<file path="src/rtl/ysyx_23060240_idu_pkg.sv">
// rtl/ysyx_23060240_idu_pkg.sv - shared types and encodings for the decode stage
package ysyx_23060240_idu_pkg;

    typedef struct packed {
        logic [4:0] alu_func;
        logic       alu_a_sel;
        logic [1:0] alu_b_sel;
        logic       w_en;
        logic [1:0] w_sel;
        logic [2:0] branch_type;
        logic       mem_rd_en;
        logic [2:0] mem_rd_ctrl;
        logic       mem_wr_en;
        logic [1:0] mem_wr_ctrl;
        logic       jump_j;
        logic       jump_ecall;
        logic       jump_mret;
        logic       csr_en;
        logic       is_jal;
        logic       is_jalr;
    } idu_ctrl_t;

    localparam int CTRL_W = $bits(idu_ctrl_t);

    typedef enum logic [1:0] {
        ST_EMPTY = 2'd0,
        ST_ONE   = 2'd1,
        ST_FULL  = 2'd2
    } idu_state_e;

    localparam logic [4:0] ALU_ADD  = 5'd0;
    localparam logic [4:0] ALU_SUB  = 5'd8;
    localparam logic [4:0] ALU_SRA  = 5'd13;
    localparam logic [4:0] ALU_LUI  = 5'd14;

    localparam logic [2:0] BR_BEQ  = 3'd1;
    localparam logic [2:0] BR_BNE  = 3'd2;
    localparam logic [2:0] BR_BLT  = 3'd3;
    localparam logic [2:0] BR_BGE  = 3'd4;
    localparam logic [2:0] BR_BLTU = 3'd5;
    localparam logic [2:0] BR_BGEU = 3'd6;

    localparam logic [2:0] MRD_LB  = 3'd1;
    localparam logic [2:0] MRD_LBU = 3'd2;
    localparam logic [2:0] MRD_LH  = 3'd3;
    localparam logic [2:0] MRD_LHU = 3'd4;
    localparam logic [2:0] MRD_LW  = 3'd5;

    localparam logic [1:0] MWR_SB = 2'd1;
    localparam logic [1:0] MWR_SH = 2'd2;
    localparam logic [1:0] MWR_SW = 2'd3;

    localparam logic [1:0] WS_CSR = 2'b00;
    localparam logic [1:0] WS_PC4 = 2'b01;
    localparam logic [1:0] WS_ALU = 2'b10;
    localparam logic [1:0] WS_MEM = 2'b11;

    localparam logic       A_RS1 = 1'b0;
    localparam logic       A_PC  = 1'b1;
    localparam logic [1:0] B_RS2 = 2'd0;
    localparam logic [1:0] B_IMM = 2'd1;

    localparam logic [6:0] OP_LUI    = 7'b0110111;
    localparam logic [6:0] OP_AUIPC  = 7'b0010111;
    localparam logic [6:0] OP_JAL    = 7'b1101111;
    localparam logic [6:0] OP_JALR   = 7'b1100111;
    localparam logic [6:0] OP_BRANCH = 7'b1100011;
    localparam logic [6:0] OP_LOAD   = 7'b0000011;
    localparam logic [6:0] OP_STORE  = 7'b0100011;
    localparam logic [6:0] OP_IMM    = 7'b0010011;
    localparam logic [6:0] OP_REG    = 7'b0110011;
    localparam logic [6:0] OP_SYSTEM = 7'b1110011;

    localparam logic [31:0] INST_EBREAK = 32'h0010_0073;
    localparam logic [31:0] INST_ECALL  = 32'h0000_0073;
    localparam logic [31:0] INST_MRET   = 32'h3020_0073;

endpackage

</file>
<file path="src/rtl/ysyx_23060240_idu_if.sv">
// rtl/ysyx_23060240_idu_if.sv - IFU-side and EXU-side handshake bundle of the decode stage
interface ysyx_23060240_idu_if
    import ysyx_23060240_idu_pkg::*;
#(
    parameter int XLEN = 32
);
    logic            in_valid;
    logic            in_ready;
    logic [31:0]     in_inst;
    logic [XLEN-1:0] in_pc;
    logic            out_valid;
    logic            out_ready;
    logic [XLEN-1:0] out_pc;
    logic [XLEN-1:0] out_imm;
    logic [4:0]      out_rs1;
    logic [4:0]      out_rs2;
    logic [4:0]      out_rd;
    idu_ctrl_t       out_ctrl;
    logic            out_illegal;
    logic            out_ebreak;

    modport master (
        output in_valid, in_inst, in_pc, out_ready,
        input  in_ready, out_valid, out_pc, out_imm, out_rs1, out_rs2, out_rd,
               out_ctrl, out_illegal, out_ebreak
    );

    modport slave (
        input  in_valid, in_inst, in_pc, out_ready,
        output in_ready, out_valid, out_pc, out_imm, out_rs1, out_rs2, out_rd,
               out_ctrl, out_illegal, out_ebreak
    );
endinterface

</file>
<file path="src/rtl/ysyx_23060240_idu_dec.sv">
// rtl/ysyx_23060240_idu_dec.sv - combinational RV32I/M/Zicsr decoder
module ysyx_23060240_idu_dec
    import ysyx_23060240_idu_pkg::*;
#(
    parameter int XLEN   = 32,
    parameter bit EN_M   = 1'b1,
    parameter bit EN_CSR = 1'b1
) (
    input  logic [31:0]     inst,
    output idu_ctrl_t       ctrl,
    output logic [XLEN-1:0] imm,
    output logic            illegal,
    output logic            ebreak
);
    logic [6:0]      opcode;
    logic [2:0]      funct3;
    logic [6:0]      funct7;
    logic [XLEN-1:0] imm_i, imm_s, imm_b, imm_u, imm_j;
    idu_ctrl_t       c;

    assign opcode = inst[6:0];
    assign funct3 = inst[14:12];
    assign funct7 = inst[31:25];

    assign imm_i = XLEN'($signed(inst[31:20]));
    assign imm_s = XLEN'($signed({inst[31:25], inst[11:7]}));
    assign imm_b = XLEN'($signed({inst[31], inst[7], inst[30:25], inst[11:8], 1'b0}));
    assign imm_u = XLEN'($signed({inst[31:12], 12'b0}));
    assign imm_j = XLEN'($signed({inst[31], inst[19:12], inst[20], inst[30:21], 1'b0}));

    always_comb begin
        c       = '0;
        imm     = '0;
        illegal = 1'b0;
        ebreak  = 1'b0;
        case (opcode)
            OP_LUI: begin
                imm = imm_u;
                c.alu_func = ALU_LUI; c.alu_b_sel = B_IMM;
                c.w_en = 1'b1; c.w_sel = WS_ALU;
            end
            OP_AUIPC: begin
                imm = imm_u;
                c.alu_a_sel = A_PC; c.alu_b_sel = B_IMM;
                c.w_en = 1'b1; c.w_sel = WS_ALU;
            end
            OP_JAL: begin
                imm = imm_j;
                c.alu_a_sel = A_PC; c.alu_b_sel = B_IMM;
                c.w_en = 1'b1; c.w_sel = WS_PC4; c.jump_j = 1'b1; c.is_jal = 1'b1;
            end
            OP_JALR: begin
                imm = imm_i;
                c.alu_a_sel = A_RS1; c.alu_b_sel = B_IMM;
                c.w_en = 1'b1; c.w_sel = WS_PC4; c.jump_j = 1'b1; c.is_jalr = 1'b1;
                illegal = (funct3 != 3'b000);
            end
            OP_BRANCH: begin
                imm = imm_b;
                c.alu_func = ALU_SUB; c.alu_b_sel = B_RS2;
                case (funct3)
                    3'b000:  c.branch_type = BR_BEQ;
                    3'b001:  c.branch_type = BR_BNE;
                    3'b100:  c.branch_type = BR_BLT;
                    3'b101:  c.branch_type = BR_BGE;
                    3'b110:  c.branch_type = BR_BLTU;
                    3'b111:  c.branch_type = BR_BGEU;
                    default: illegal = 1'b1;
                endcase
            end
            OP_LOAD: begin
                imm = imm_i;
                c.alu_b_sel = B_IMM; c.mem_rd_en = 1'b1;
                c.w_en = 1'b1; c.w_sel = WS_MEM;
                case (funct3)
                    3'b000:  c.mem_rd_ctrl = MRD_LB;
                    3'b100:  c.mem_rd_ctrl = MRD_LBU;
                    3'b001:  c.mem_rd_ctrl = MRD_LH;
                    3'b101:  c.mem_rd_ctrl = MRD_LHU;
                    3'b010:  c.mem_rd_ctrl = MRD_LW;
                    default: illegal = 1'b1;
                endcase
            end
            OP_STORE: begin
                imm = imm_s;
                c.alu_b_sel = B_IMM; c.mem_wr_en = 1'b1;
                case (funct3)
                    3'b000:  c.mem_wr_ctrl = MWR_SB;
                    3'b001:  c.mem_wr_ctrl = MWR_SH;
                    3'b010:  c.mem_wr_ctrl = MWR_SW;
                    default: illegal = 1'b1;
                endcase
            end
            OP_IMM: begin
                imm = imm_i;
                c.alu_func = {2'b00, funct3}; c.alu_b_sel = B_IMM;
                c.w_en = 1'b1; c.w_sel = WS_ALU;
                // Shift-immediates reuse imm[11:5] as funct7; only srai may set bit 30.
                if (funct3 == 3'b001 && funct7 != 7'h00) begin
                    illegal = 1'b1;
                end else if (funct3 == 3'b101) begin
                    if (funct7 == 7'h20)      c.alu_func = ALU_SRA;
                    else if (funct7 != 7'h00) illegal = 1'b1;
                end
            end
            OP_REG: begin
                c.alu_b_sel = B_RS2; c.w_en = 1'b1; c.w_sel = WS_ALU;
                if (funct7 == 7'h00)                          c.alu_func = {2'b00, funct3};
                else if (funct7 == 7'h20 && funct3 == 3'b000) c.alu_func = ALU_SUB;
                else if (funct7 == 7'h20 && funct3 == 3'b101) c.alu_func = ALU_SRA;
                else if (funct7 == 7'h01 && EN_M)             c.alu_func = {2'b10, funct3};
                else                                          illegal = 1'b1;
            end
            OP_SYSTEM: begin
                imm = imm_i;
                if (inst == INST_EBREAK)                    ebreak = 1'b1;
                else if (!EN_CSR)                           illegal = 1'b1;
                else if (inst == INST_ECALL)                c.jump_ecall = 1'b1;
                else if (inst == INST_MRET)                 c.jump_mret = 1'b1;
                else if (funct3 == 3'b001 || funct3 == 3'b010) begin
                    c.csr_en = 1'b1; c.w_en = 1'b1; c.w_sel = WS_CSR;
                end else                                    illegal = 1'b1;
            end
            default: illegal = 1'b1;
        endcase
        ctrl = illegal ? '0 : c;
    end
endmodule

</file>
<file path="src/rtl/ysyx_23060240_idu_stage.sv">
// rtl/ysyx_23060240_idu_stage.sv - registered decode stage with one-entry skid buffer and flush
module ysyx_23060240_idu_stage
    import ysyx_23060240_idu_pkg::*;
#(
    parameter int XLEN   = 32,
    parameter bit EN_M   = 1'b1,
    parameter bit EN_CSR = 1'b1
) (
    input  logic                clk,
    input  logic                rst_n,
    input  logic                flush,
    ysyx_23060240_idu_if.slave  bus
);
    localparam int PW = 2 * XLEN + 15 + CTRL_W + 2;

    idu_ctrl_t       dec_ctrl;
    logic [XLEN-1:0] dec_imm;
    logic            dec_illegal;
    logic            dec_ebreak;
    logic [PW-1:0]   dec_pl;
    logic [PW-1:0]   main_q, main_d, skid_q, skid_d;
    idu_state_e      state_q, state_d;
    logic            in_ready_q, in_ready_d;
    logic            accept;

    ysyx_23060240_idu_dec #(.XLEN(XLEN), .EN_M(EN_M), .EN_CSR(EN_CSR)) u_dec (
        .inst    (bus.in_inst),
        .ctrl    (dec_ctrl),
        .imm     (dec_imm),
        .illegal (dec_illegal),
        .ebreak  (dec_ebreak)
    );

    assign dec_pl = {bus.in_pc, dec_imm, bus.in_inst[19:15], bus.in_inst[24:20],
                     bus.in_inst[11:7], dec_ctrl, dec_illegal, dec_ebreak};

    assign {bus.out_pc, bus.out_imm, bus.out_rs1, bus.out_rs2, bus.out_rd,
            bus.out_ctrl, bus.out_illegal, bus.out_ebreak} = main_q;

    assign bus.out_valid = (state_q != ST_EMPTY);
    assign bus.in_ready  = in_ready_q;
    assign accept        = bus.in_valid && in_ready_q;

    always_comb begin
        state_d = state_q;
        main_d  = main_q;
        skid_d  = skid_q;
        if (flush) begin
            state_d = ST_EMPTY;
        end else begin
            case (state_q)
                ST_EMPTY: if (accept) begin
                    main_d  = dec_pl;
                    state_d = ST_ONE;
                end
                ST_ONE: if (accept) begin
                    // Consume-and-accept replaces main in place; a stalled accept spills to skid.
                    if (bus.out_ready) begin
                        main_d = dec_pl;
                    end else begin
                        skid_d  = dec_pl;
                        state_d = ST_FULL;
                    end
                end else if (bus.out_ready) begin
                    state_d = ST_EMPTY;
                end
                ST_FULL: if (bus.out_ready) begin
                    main_d  = skid_q;
                    state_d = ST_ONE;
                end
                default: state_d = ST_EMPTY;
            endcase
        end
        in_ready_d = (state_d != ST_FULL);
    end

    always_ff @(posedge clk or negedge rst_n) begin
        if (!rst_n) begin
            state_q    <= ST_EMPTY;
            in_ready_q <= 1'b1;
            main_q     <= '0;
            skid_q     <= '0;
        end else begin
            state_q    <= state_d;
            in_ready_q <= in_ready_d;
            main_q     <= main_d;
            skid_q     <= skid_d;
        end
    end
endmodule

</file>
<file path="src/flat_wrapper.sv">
// flat-port wrapper written by rule: the top's interface ports become plain ports
module ysyx_23060240_idu_stage_flat import ysyx_23060240_idu_pkg::*;
#(
    parameter int XLEN   = 32,
    parameter bit EN_M   = 1'b1,
    parameter bit EN_CSR = 1'b1
)
  (clk, rst_n, flush, bus_in_valid, bus_in_inst, bus_in_pc, bus_out_ready, bus_in_ready, bus_out_valid, bus_out_pc, bus_out_imm, bus_out_rs1, bus_out_rs2, bus_out_rd, bus_out_ctrl, bus_out_illegal, bus_out_ebreak);
  ysyx_23060240_idu_if #(.XLEN(XLEN)) bus_i ();
  input  logic clk;
  input  logic rst_n;
  input  logic flush;
  input wire logic [$bits(bus_i.in_valid)-1:0] bus_in_valid;
  input wire logic [$bits(bus_i.in_inst)-1:0] bus_in_inst;
  input wire logic [$bits(bus_i.in_pc)-1:0] bus_in_pc;
  input wire logic [$bits(bus_i.out_ready)-1:0] bus_out_ready;
  output wire logic [$bits(bus_i.in_ready)-1:0] bus_in_ready;
  output wire logic [$bits(bus_i.out_valid)-1:0] bus_out_valid;
  output wire logic [$bits(bus_i.out_pc)-1:0] bus_out_pc;
  output wire logic [$bits(bus_i.out_imm)-1:0] bus_out_imm;
  output wire logic [$bits(bus_i.out_rs1)-1:0] bus_out_rs1;
  output wire logic [$bits(bus_i.out_rs2)-1:0] bus_out_rs2;
  output wire logic [$bits(bus_i.out_rd)-1:0] bus_out_rd;
  output wire logic [$bits(bus_i.out_ctrl)-1:0] bus_out_ctrl;
  output wire logic [$bits(bus_i.out_illegal)-1:0] bus_out_illegal;
  output wire logic [$bits(bus_i.out_ebreak)-1:0] bus_out_ebreak;
  assign bus_i.in_valid = bus_in_valid;
  assign bus_i.in_inst = bus_in_inst;
  assign bus_i.in_pc = bus_in_pc;
  assign bus_i.out_ready = bus_out_ready;
  assign bus_in_ready = bus_i.in_ready;
  assign bus_out_valid = bus_i.out_valid;
  assign bus_out_pc = bus_i.out_pc;
  assign bus_out_imm = bus_i.out_imm;
  assign bus_out_rs1 = bus_i.out_rs1;
  assign bus_out_rs2 = bus_i.out_rs2;
  assign bus_out_rd = bus_i.out_rd;
  assign bus_out_ctrl = bus_i.out_ctrl;
  assign bus_out_illegal = bus_i.out_illegal;
  assign bus_out_ebreak = bus_i.out_ebreak;
  ysyx_23060240_idu_stage #(.XLEN(XLEN), .EN_M(EN_M), .EN_CSR(EN_CSR)) u_core (.clk(clk), .rst_n(rst_n), .flush(flush), .bus(bus_i));
endmodule
</file>
<file path="config.mk">
export PLATFORM = sky130hd
export DESIGN_NAME = ysyx_23060240_idu_stage_flat
export DESIGN_NICKNAME = d
export VERILOG_FILES = /design/src/rtl/ysyx_23060240_idu_pkg.sv /design/src/rtl/ysyx_23060240_idu_if.sv /design/src/rtl/ysyx_23060240_idu_dec.sv /design/src/rtl/ysyx_23060240_idu_stage.sv /design/src/flat_wrapper.sv
export SDC_FILE = /design/constraint.sdc
export NUM_CORES = 1
export LEC_CHECK = 0
export ABC_AREA = 1
export CORE_MARGIN = 2
export CORE_UTILIZATION = 42
export CTS_CLUSTER_DIAMETER = 60
export DETAILED_ROUTE_END_ITERATION = 10
export PLACE_DENSITY = 0.66
export SYNTH_ARGS = -nofsm -noshare
export SYNTH_HDL_FRONTEND = slang
export SYNTH_SLANG_ARGS = --single-unit
</file>
<file path="constraint.sdc">
create_clock -name clk -period 4.4 [get_ports clk]
set_clock_uncertainty 0.1 [all_clocks]
set_input_delay 1.32 -clock clk [delete_from_list [all_inputs] [get_ports clk]]
set_output_delay 1.32 -clock clk [all_outputs]
set_load 0.005 [all_outputs]
</file>
* Word-level counts from Yosys, hierarchy flattened *
Cells that the tools add are included.

storage, ports and cells
  register bits = 219
  input port bits = 69
  word-level logic and storage cells = 121

cells by class
  equality and inequality tests = 28
  mux-type cells = 63
  bitwise gates (word level) = 2
  reductions and logical operators = 24

operator list
  cell                    count
  $mux W108               4
  $pmux W108 S3           1
  $pmux W32 S5            1
  $eq A32 B21 Y1 const B  1
  $eq A32 B30 Y1 const B  1
  $eq A32 B7 Y1 const B   1
  $eq A7 B6 Y1 const B    4
  $eq A7 B7 Y1 const B    4
  $mux W27                1
  $mux W1                 26
  $mux W3                 8
  $mux W5                 4
  $pmux W5 S4             1
  $pmux W3 S6             1
  $mux W4                 4
  $pmux W3 S5             1
  $eq A7 B5 Y1 const B    2
  $mux W2                 7
  $eq A3 B3 Y1 const B    4
  $pmux W2 S3             2
  $pmux W3 S4             1
  $pmux W1 S8             1
  $reduce_or A4 Y1        2
  $eq A7 B1 Y1 const B    1
  23 further kinds        34

* Depth between registers and ports, before layout *
Gate-level depths: netlist (run 1).

  depth in word-level cells = 11
  gate-level depth with buffers = 14

* Modules after synthesis *
A second synthesis (run 1) with hierarchy kept.

second synthesis, totals
  cells, all modules = 1574
  area, all modules = 11452.2 um^2

by module, submodules not included
  module                   times used  cells each  area an instance (um^2)
  ysyx_23060240_idu_stage  1           1319        10126.0
  ysyx_23060240_idu_dec    1           255         1326.3

* Worst setup path before layout (run 1) *
OpenSTA, ideal clock, no wires.

  path type = input to register
  from = input bus_in_inst[12]
  to = register u_core.main_q[10]
  arrival time = 2.543 ns
  required time = 4.179 ns
  slack = 1.636 ns
  stages on the path = 12
  path buffers = 1
  path through = buf_2 nor2_1 nand2_1 inv_1 o21ai_0 nand2_1 a21oi_2 nor2_8 nand2_4 nor2_1 o21bai_1 nand2_1

between the ends
  word-level cells in the longest chain between the ends = 11
  elaborated cells between the ends (all ways) = 36
  those cells by class = eq/ne (9); mux (18); reduce/logical (9)

RTL lines
  item                                          RTL line                       source
  start, declared                               flat_wrapper.sv:14             input wire logic [$bits(bus_i.in_inst)-1:0] bus_in_inst;
  $eq A3 B1 Y1 or $eq A3 B2 Y1 (tied branches)  -
  $logic_or A1 B1 Y1                            ysyx_23060240_idu_dec.sv:120   else if (funct3 == 3'b001 || funct3 == 3'b010) begin
  $mux W1                                       ysyx_23060240_idu_dec.sv:120
  $mux W1                                       ysyx_23060240_idu_dec.sv:119   else if (inst == INST_MRET) c.jump_mret = 1'b1;
  $mux W1                                       ysyx_23060240_idu_dec.sv:118   else if (inst == INST_ECALL) c.jump_ecall = 1'b1;
  $mux W1                                       ysyx_23060240_idu_dec.sv:116   if (inst == INST_EBREAK) ebreak = 1'b1;
  $pmux W1 S8 *                                 ysyx_23060240_idu_dec.sv:36    case (opcode)
  $mux W27 *                                    ysyx_23060240_idu_dec.sv:126   ctrl = illegal ? '0 : c;
  $mux W108                                     ysyx_23060240_idu_stage.sv:58  if (bus.out_ready) begin
  $mux W108                                     ysyx_23060240_idu_stage.sv:56  ST_ONE: if (accept) begin
  $pmux W108 S3 *                               ysyx_23060240_idu_stage.sv:51  case (state_q)
  end signal, assigned                          ysyx_23060240_idu_stage.sv:86  main_q <= main_d;
  end, declared                                 ysyx_23060240_idu_stage.sv:21  logic [PW-1:0] main_q, main_d, skid_q, skid_d;

Every way passes the cells marked *; elsewhere a longest branch is shown, timed or not. The select of a mux whose other input is x is not followed.
A chain may end at the register's enable or synchronous reset.

* Worst setup path after layout (run 1) *
  from = input bus_in_inst[14]
  to = register u_core.main_q[10]

Same word-level chain as after synthesis.

==> impl_metrics.toml, run 1 <==
[setup_path]
worst_path_most_repeated_cell = "nor2_1"
cp.arrival_ns = 3.47
cp.required_ns = 4.70
cp_slowest_cell = "clkdlybuf4s50_1"
end_kind = "flip-flop"
crit_fanout = 11
path_cells = "clkdlybuf4s50_1 > inv_1 > o21ai_1 > nor2_1 > nor2_1 > nand4_2 > nand2_4 > nor2_1 > o21bai_1 > nand2_1"
start_kind = "primary input"
slowest_delay_ns = 0.74
worstSetupPathType = "primary input to flip-flop"

[outcome]
status = "finished clean"

[timing]
maxClockFrequency_mhz = 316
finalHoldViolations = 0
grt_setup_unrepaired = "false"
finalMaxSlewViolations = 0
setup-violations-final = 0
setup_tns_ns = 0
fin_crit_sh_pct = 71.9
fin_crit_ns = 3.16
worstMarginPinSlew_ns = 1.12
max_slew_margin_pct = 25.5

[global_routing]
grt_pass1_vias = 8698
antenna_found_initial = 0
use_met2_pct = 36.2
overflow = 0
met1_usage_pct = 32.7
grt_usage_pct = 22.6
grt_busiest_layer = "met2"
met3_usage_pct = 3.00
grt_pass1_wl_mm = 46.9
grt_max_degree = 106

[placement]
dpl.hpwl_mm = 18.6
numPortBuffers = 177
gp_congestion = 0.891

[power]
total_leakage_power_nw = 6.17
peakVddDrop_mv = 0.245
clkPwrFrac_pct = 37.7
power_switching_mw = 1.45
intPower_mw = 3.97
switching_share_pct = 26.7
p_seq_share_pct = 45.4
comb_power_share_pct = 16.8
total_power_mw = 5.41
p_per_area_nw_per_um2 = 415

[clocking]
clkTransAtPathRegs_ns = 0.06
cts.path.max_buffers = 3
clock-sinks = 217
clk_latency_ns = 0.52
post_cts_buffers = 0
htree_levels = 1
root_buffer = "clkbuf_16"
cts_tree = "built"
cts_hold_buf = 0
cts_buffers = 25
cts_resized = 0

[synth]
synth_nets = 1340
synth-edff-count = 0
synthCells = 1271
synth_seq_cells = 217
yosysSeqAreaShare_pct = 53.4
syn_avg_cell_area_um2 = 8.00
yosys.cell_types.count = 39
yosys_warnings = 0
syn_area_um2 = 10200
synthArstFlopShare_pct = 100
synth_flop_cell = "dfrtp_1"

[floorplan]
die_area_um2 = 25500
initial_core_util_pct = 43.0
fp.dieH_um = 160
fp.dieW_um = 160
io_pins = 179
core-area_um2 = 23600
fp-row-count = 56

[layout]
fin_nets = 1488
area_growth_pct = 28.3
drive_gt1_share_pct = 8.07
antenna_cells = 0
final_util_pct = 55.2

[worst_hold_path]
worstHoldPathType = "flip-flop to flip-flop"

[detailed_routing]
drtIter0Drc = 596
vias = 8988
first_pass_iters = 4
wl_per_cell_um = 16.3
drc = 0
vias_per_cell = 5.12
routed_wirelength_mm = 28.7
ant_nets = 0

[run]
drv_cap = 0
[final timing paths]
path,start,end,slack [ns],cells past startpoint
worst max-delay path,bus_in_inst[14],u_core.main_q[10]$_DFFE_PN0P_,1.24,10
worst min-delay path,u_core.skid_q[106]$_DFFE_PN0P_,u_core.skid_q[106]$_DFFE_PN0P_,0.37,2
worst max register to register,u_core.state_q[0]$_DFF_PN0_,u_core.main_q[69]$_DFFE_PN0P_,2.08,6
worst min register to register,u_core.skid_q[106]$_DFFE_PN0P_,u_core.skid_q[106]$_DFFE_PN0P_,0.37,2
max in group asynchronous,rst_n,u_core.main_q[9]$_DFFE_PN0P_,2.62,2
min in group asynchronous,rst_n,u_core.main_q[19]$_DFFE_PN0P_,0.73,1
[layer usage]
layer	vias to the layer above	part of all wire [%]
li1	4405	-
met1	4280	47
met2	272	46
met3	31	5.3
met4	0	1.5
met5	-	0
[power by group through the flow]
| stage | clock network, mW | logic [mW] | registers [mW] |
|---|---|---|---|
| 3_5_place_dp | 0 | 0.921 | 2.49 |
| 6_report | 2.04 | 0.912 | 2.46 |
| 4_1_cts | 2.08 | 0.926 | 2.46 |
| 5_1_grt | 2.16 | 1.02 | 2.50 |
| 2_1_floorplan | 0 | 0.388 | 2.48 |
| 3_3_place_gp | 0 | 0.904 | 2.48 |
[state kept, by name, indices dropped and copies added, names as in the netlist]
| signal | cells |
|---|---|
| u_core.main_q | 107 |
| u_core.bus.in_ready | 1 |
| u_core.state_q | 2 |
| u_core.skid_q | 107 |
[Yosys cell counts, types with 4 or more instances]
cell / count / area (um2)
buf_2: 7 / 35.0
clkbuf_1: 59 / 221
a21oi_2: 11 / 96.3
nand2_1: 469 / 1760
a21o_1: 12 / 90.1
nand2_2: 7 / 43.8
o21ai_1: 17 / 85.1
o21ai_0: 67 / 335
nand3_1: 22 / 110
a31oi_1: 55 / 344
nor2_1: 145 / 544
nor2_4: 7 / 78.8
nor2_2: 4 / 25.0
dfrtp_1: 216 / 5410
a21oi_1: 64 / 320
inv_2: 12 / 45.0
nand4_1: 9 / 56.3
a22oi_1: 4 / 30.0
inv_1: 41 / 154
nand2_4: 5 / 56.3
o21a_1: 6 / 45.0
[placed cells by master (no fill, tap or decap), types with 2 or more instances in the layout]
| master | instances |
|---|---|
| o21a_1 | 6 |
| o22ai_1 | 2 |
| o21ai_1 | 17 |
| buf_4 | 13 |
| nand3_2 | 2 |
| nor3b_1 | 2 |
| nand4_1 | 9 |
| a21o_1 | 12 |
| inv_2 | 10 |
| clkbuf_16 | 25 |
| nor2_2 | 4 |
| a21oi_2 | 11 |
| dfrtp_1 | 216 |
| nor3_1 | 2 |
| nand2_1 | 468 |
| inv_8 | 2 |
| nand3_1 | 22 |
| o31ai_1 | 3 |
| nor2_1 | 144 |
| o211ai_1 | 3 |
| clkbuf_1 | 6 |
| clkdlybuf4s50_1 | 176 |
| nand2_2 | 8 |
| inv_1 | 41 |
| a21oi_1 | 64 |
| buf_12 | 4 |
| o21ai_0 | 67 |
| a22oi_1 | 4 |
| inv_4 | 2 |
| nor2_8 | 2 |
| clkinv_2 | 7 |
| a31oi_1 | 55 |
| clkbuf_8 | 5 |
| nor2_4 | 8 |
| nand2_4 | 5 |
[through the flow]
step | worst slack [ns] | std cells | hold WS, ns | cell area, um2
final | 1.24 | 1757 | 0.369 | 13000
after global routing | 0.963 | 1757 | 0.380 | 13000
after CTS | 1.26 | 1757 | 0.373 | 13000
after detailed placement | 0.727 | 1711 | 0.358 | 12200
after global placement | 0.761 | 1711 | 0.353 | 12200
after floorplan | 1.64 | 1271 | 0.342 | 10200
[layout make-up]
class                           count  area, um2
Tap cell                          319        399
Timing Repair Buffer              194       1950
Sequential cell                   217       5430
Clock inverter                     10       91.3
Clock buffer                       36        717
Inverter                           54        209
Fill cell                        2258      10600
Multi-Input combinational cell    927       4240
[worst max-delay path, delay by kind of cell]
family	cells	cell delay [ns]
buf+inv	2	0.90
simple gates	6	0.93
compound gates	2	0.31
[logic make-up (layout without fill, tap and decap cells)]
family,after synthesis,count (layout),synth area share [%]
buffers and inverters,127,294,5.00
AOI/OAI and AO/OA,246,246,14.0
and+or+nand+nor,680,680,27.5
DFF,217,217,53.4
other,1,1,0.0369
(Power assumes the default switching activity.)
==> run 2: changes to the inputs <==
==> constraint.sdc (replaced) <==
create_clock -name clk -period 2.92 [get_ports clk]
set_clock_uncertainty 0.1 [all_clocks]
set_input_delay 0.876 -clock clk [delete_from_list [all_inputs] [get_ports clk]]
set_output_delay 0.876 -clock clk [all_outputs]
set_load 0.005 [all_outputs]
==> run 2 against run 1 <==
- global-route usage increased by 0.67 points
- critical path type is now flip-flop to output port
- largest cell class unchanged
- design area increased by 5.7%
- first-iteration DRC count increased by 9.4%
- largest power group unchanged
- clock-buffer cell count increased by 3
- combinational power increased by 59%
- sequential power increased by 51%
- utilization increased by 3.2 points
- worst setup slack got worse by 0.87 ns
- register-to-register slack got worse by 1.3 ns
- cell count increased by 4.8%
==> impl_metrics.toml, run 2 (synthesis gave the netlist of run 1 again) <==
[clocking]
clock-sinks = 217
root_buffer = "clkbuf_16"
cts_buffers = 25
cts_resized = 0
cts_tree = "built"
clkTransAtPathRegs_ns = 0.06
post_cts_buffers = 0
cts.path.max_buffers = 3
clk_latency_ns = 0.51
htree_levels = 1
cts_hold_buf = 0

[power]
p_seq_share_pct = 45.2
total_leakage_power_nw = 6.61
clkPwrFrac_pct = 37.1
comb_power_share_pct = 17.7
peakVddDrop_mv = 0.353
switching_share_pct = 26.3
intPower_mw = 6.05
power_switching_mw = 2.16
p_per_area_nw_per_um2 = 595

[placement]
dpl.hpwl_mm = 20.0
place_area_um2 = 13000
numPortBuffers = 177
gp_congestion = 0.861

[worst_hold_path]
worstHoldPathType = "primary input to asynchronous set/reset pin"

[timing]
setup_tns_ns = 0
setup-violations-final = 0
grt_setup_unrepaired = "false"
worstMarginPinSlew_ns = 1.11
fin_crit_sh_pct = 87.5
max_slew_margin_pct = 25.7
fin_crit_ns = 2.56
finalMaxSlewViolations = 0
finalHoldViolations = 0
maxClockFrequency_mhz = 391

[setup_path]
crit_fanout = 3
cp_num_cells = 3
path_cells = "inv_1 > nand2_1 > clkdlybuf4s50_1"
cp.arrival_ns = 1.58
endpoint = "bus_out_valid"
worstSetupPathType = "flip-flop to output port"
reg2reg_depth = 4
slowest_delay_ns = 0.52
crit_family = "buffers and inverters"
worstReg2RegStart = "u_core.state_q[0]$_DFF_PN0_"
start_kind = "flip-flop"
regToRegSetupSlack_ns = 0.80
timing.rr.end = "u_core.main_q[4]$_DFFE_PN0P_"
cp.required_ns = 1.94
crit_start = "u_core.state_q[0]$_DFF_PN0_"
critPathBufInv = 2
cp_slowest_cell = "clkdlybuf4s50_1"
end_kind = "output port"

[global_routing]
grt_usage_pct = 23.2
grt_pass1_wl_mm = 48.3
overflow = 0
grt_pass1_vias = 8913
grt_max_degree = 100
antenna_found_initial = 0

[layout]
fin_nets = 1573
drive_gt1_share_pct = 13.0
finalInstanceArea_um2 = 13800
largest_registers = "u_core.main_q x107, u_core.skid_q x107, u_core.state_q x2"
final_cell_mix = "468 x nand2_1, 216 x dfrtp_1, 176 x clkdlybuf4s50_1"
antenna_cells = 0
final_common_cell = "nand2_1"
area_growth_pct = 35.7

[detailed_routing]
first_pass_iters = 5
drc = 0
ant_nets = 0
vias = 9244
vias_per_cell = 5.02
drtIter0Drc = 652
wl_per_cell_um = 16.0
routed_wirelength_mm = 29.4

[outcome]
status = "finished clean"

[floorplan]
core-area_um2 = 23600
fp-row-count = 56
die_area_um2 = 25500
fp.dieW_um = 160
io_pins = 179
initial_core_util_pct = 43.0
fp.dieH_um = 160

[run]
drv_cap = 0
-- run 2: changes by cell type in the layout (fill, tap and decap cells not counted), sizes merged --
cell    delta
inv        -1
clkbuf     +3
buf       +85
clkinv     -2
-- run 2: layout make-up --
type	count	area (um2)
Sequential cell	217	5430
Inverter	54	209
Clock buffer	39	728
Clock inverter	7	73.8
Timing Repair Buffer	279	2710
Multi-Input combinational cell	927	4240
Fill cell	2148	9830
Tap cell	319	399
-- run 2: stage by stage --
stage,hold slack (ns),instances,util [%],setup slack [ns],total power [mW]
floorplan,0.342,1271,-,0.600,4.32
global placement,0.353,1796,55.0,-0.0843,5.19
detailed placement,0.359,1796,55.0,-0.133,5.23
CTS,0.249,1842,58.4,0.333,8.28
global route,0.267,1842,58.4,0.153,8.63
finish,0.227,1842,58.4,0.365,8.20
-- run 2: power groups by stage --
| stage | combinational, mW | sequential (mW) | clock [mW] |
|---|---|---|---|
| after floorplan | 0.585 | 3.73 | 0 |
| after global placement | 1.44 | 3.75 | 0 |
| after detailed placement | 1.47 | 3.76 | 0 |
| after CTS | 1.48 | 3.71 | 3.10 |
| after global routing | 1.62 | 3.77 | 3.24 |
| final | 1.45 | 3.71 | 3.04 |
-- run 2: per-layer routing --
metal  vias up  share of wire (%)  GRT usage (%)
met1      4388                 48           34.7
met5         -                  0              0
li1       4578                  -              -
met3        38                4.8           2.79
met2       240                 45           36.3
met4         0                1.8           5.37
-- run 2: worst min path at each step --
stage	startpoint	to	slack, ns	depth (start not counted)
after CTS	rst_n	u_core.main_q[24]$_DFFE_PN0P_	0.25	1
after global placement	u_core.skid_q[76]$_DFFE_PN0P_	u_core.skid_q[76]$_DFFE_PN0P_	0.35	2
after detailed placement	u_core.skid_q[37]$_DFFE_PN0P_	u_core.skid_q[37]$_DFFE_PN0P_	0.36	2
after floorplan	u_core.skid_q[100]$_DFFE_PN0P_	u_core.skid_q[100]$_DFFE_PN0P_	0.34	2
final	rst_n	u_core.main_q[24]$_DFFE_PN0P_	0.23	1
after global routing	rst_n	u_core.main_q[24]$_DFFE_PN0P_	0.27	1
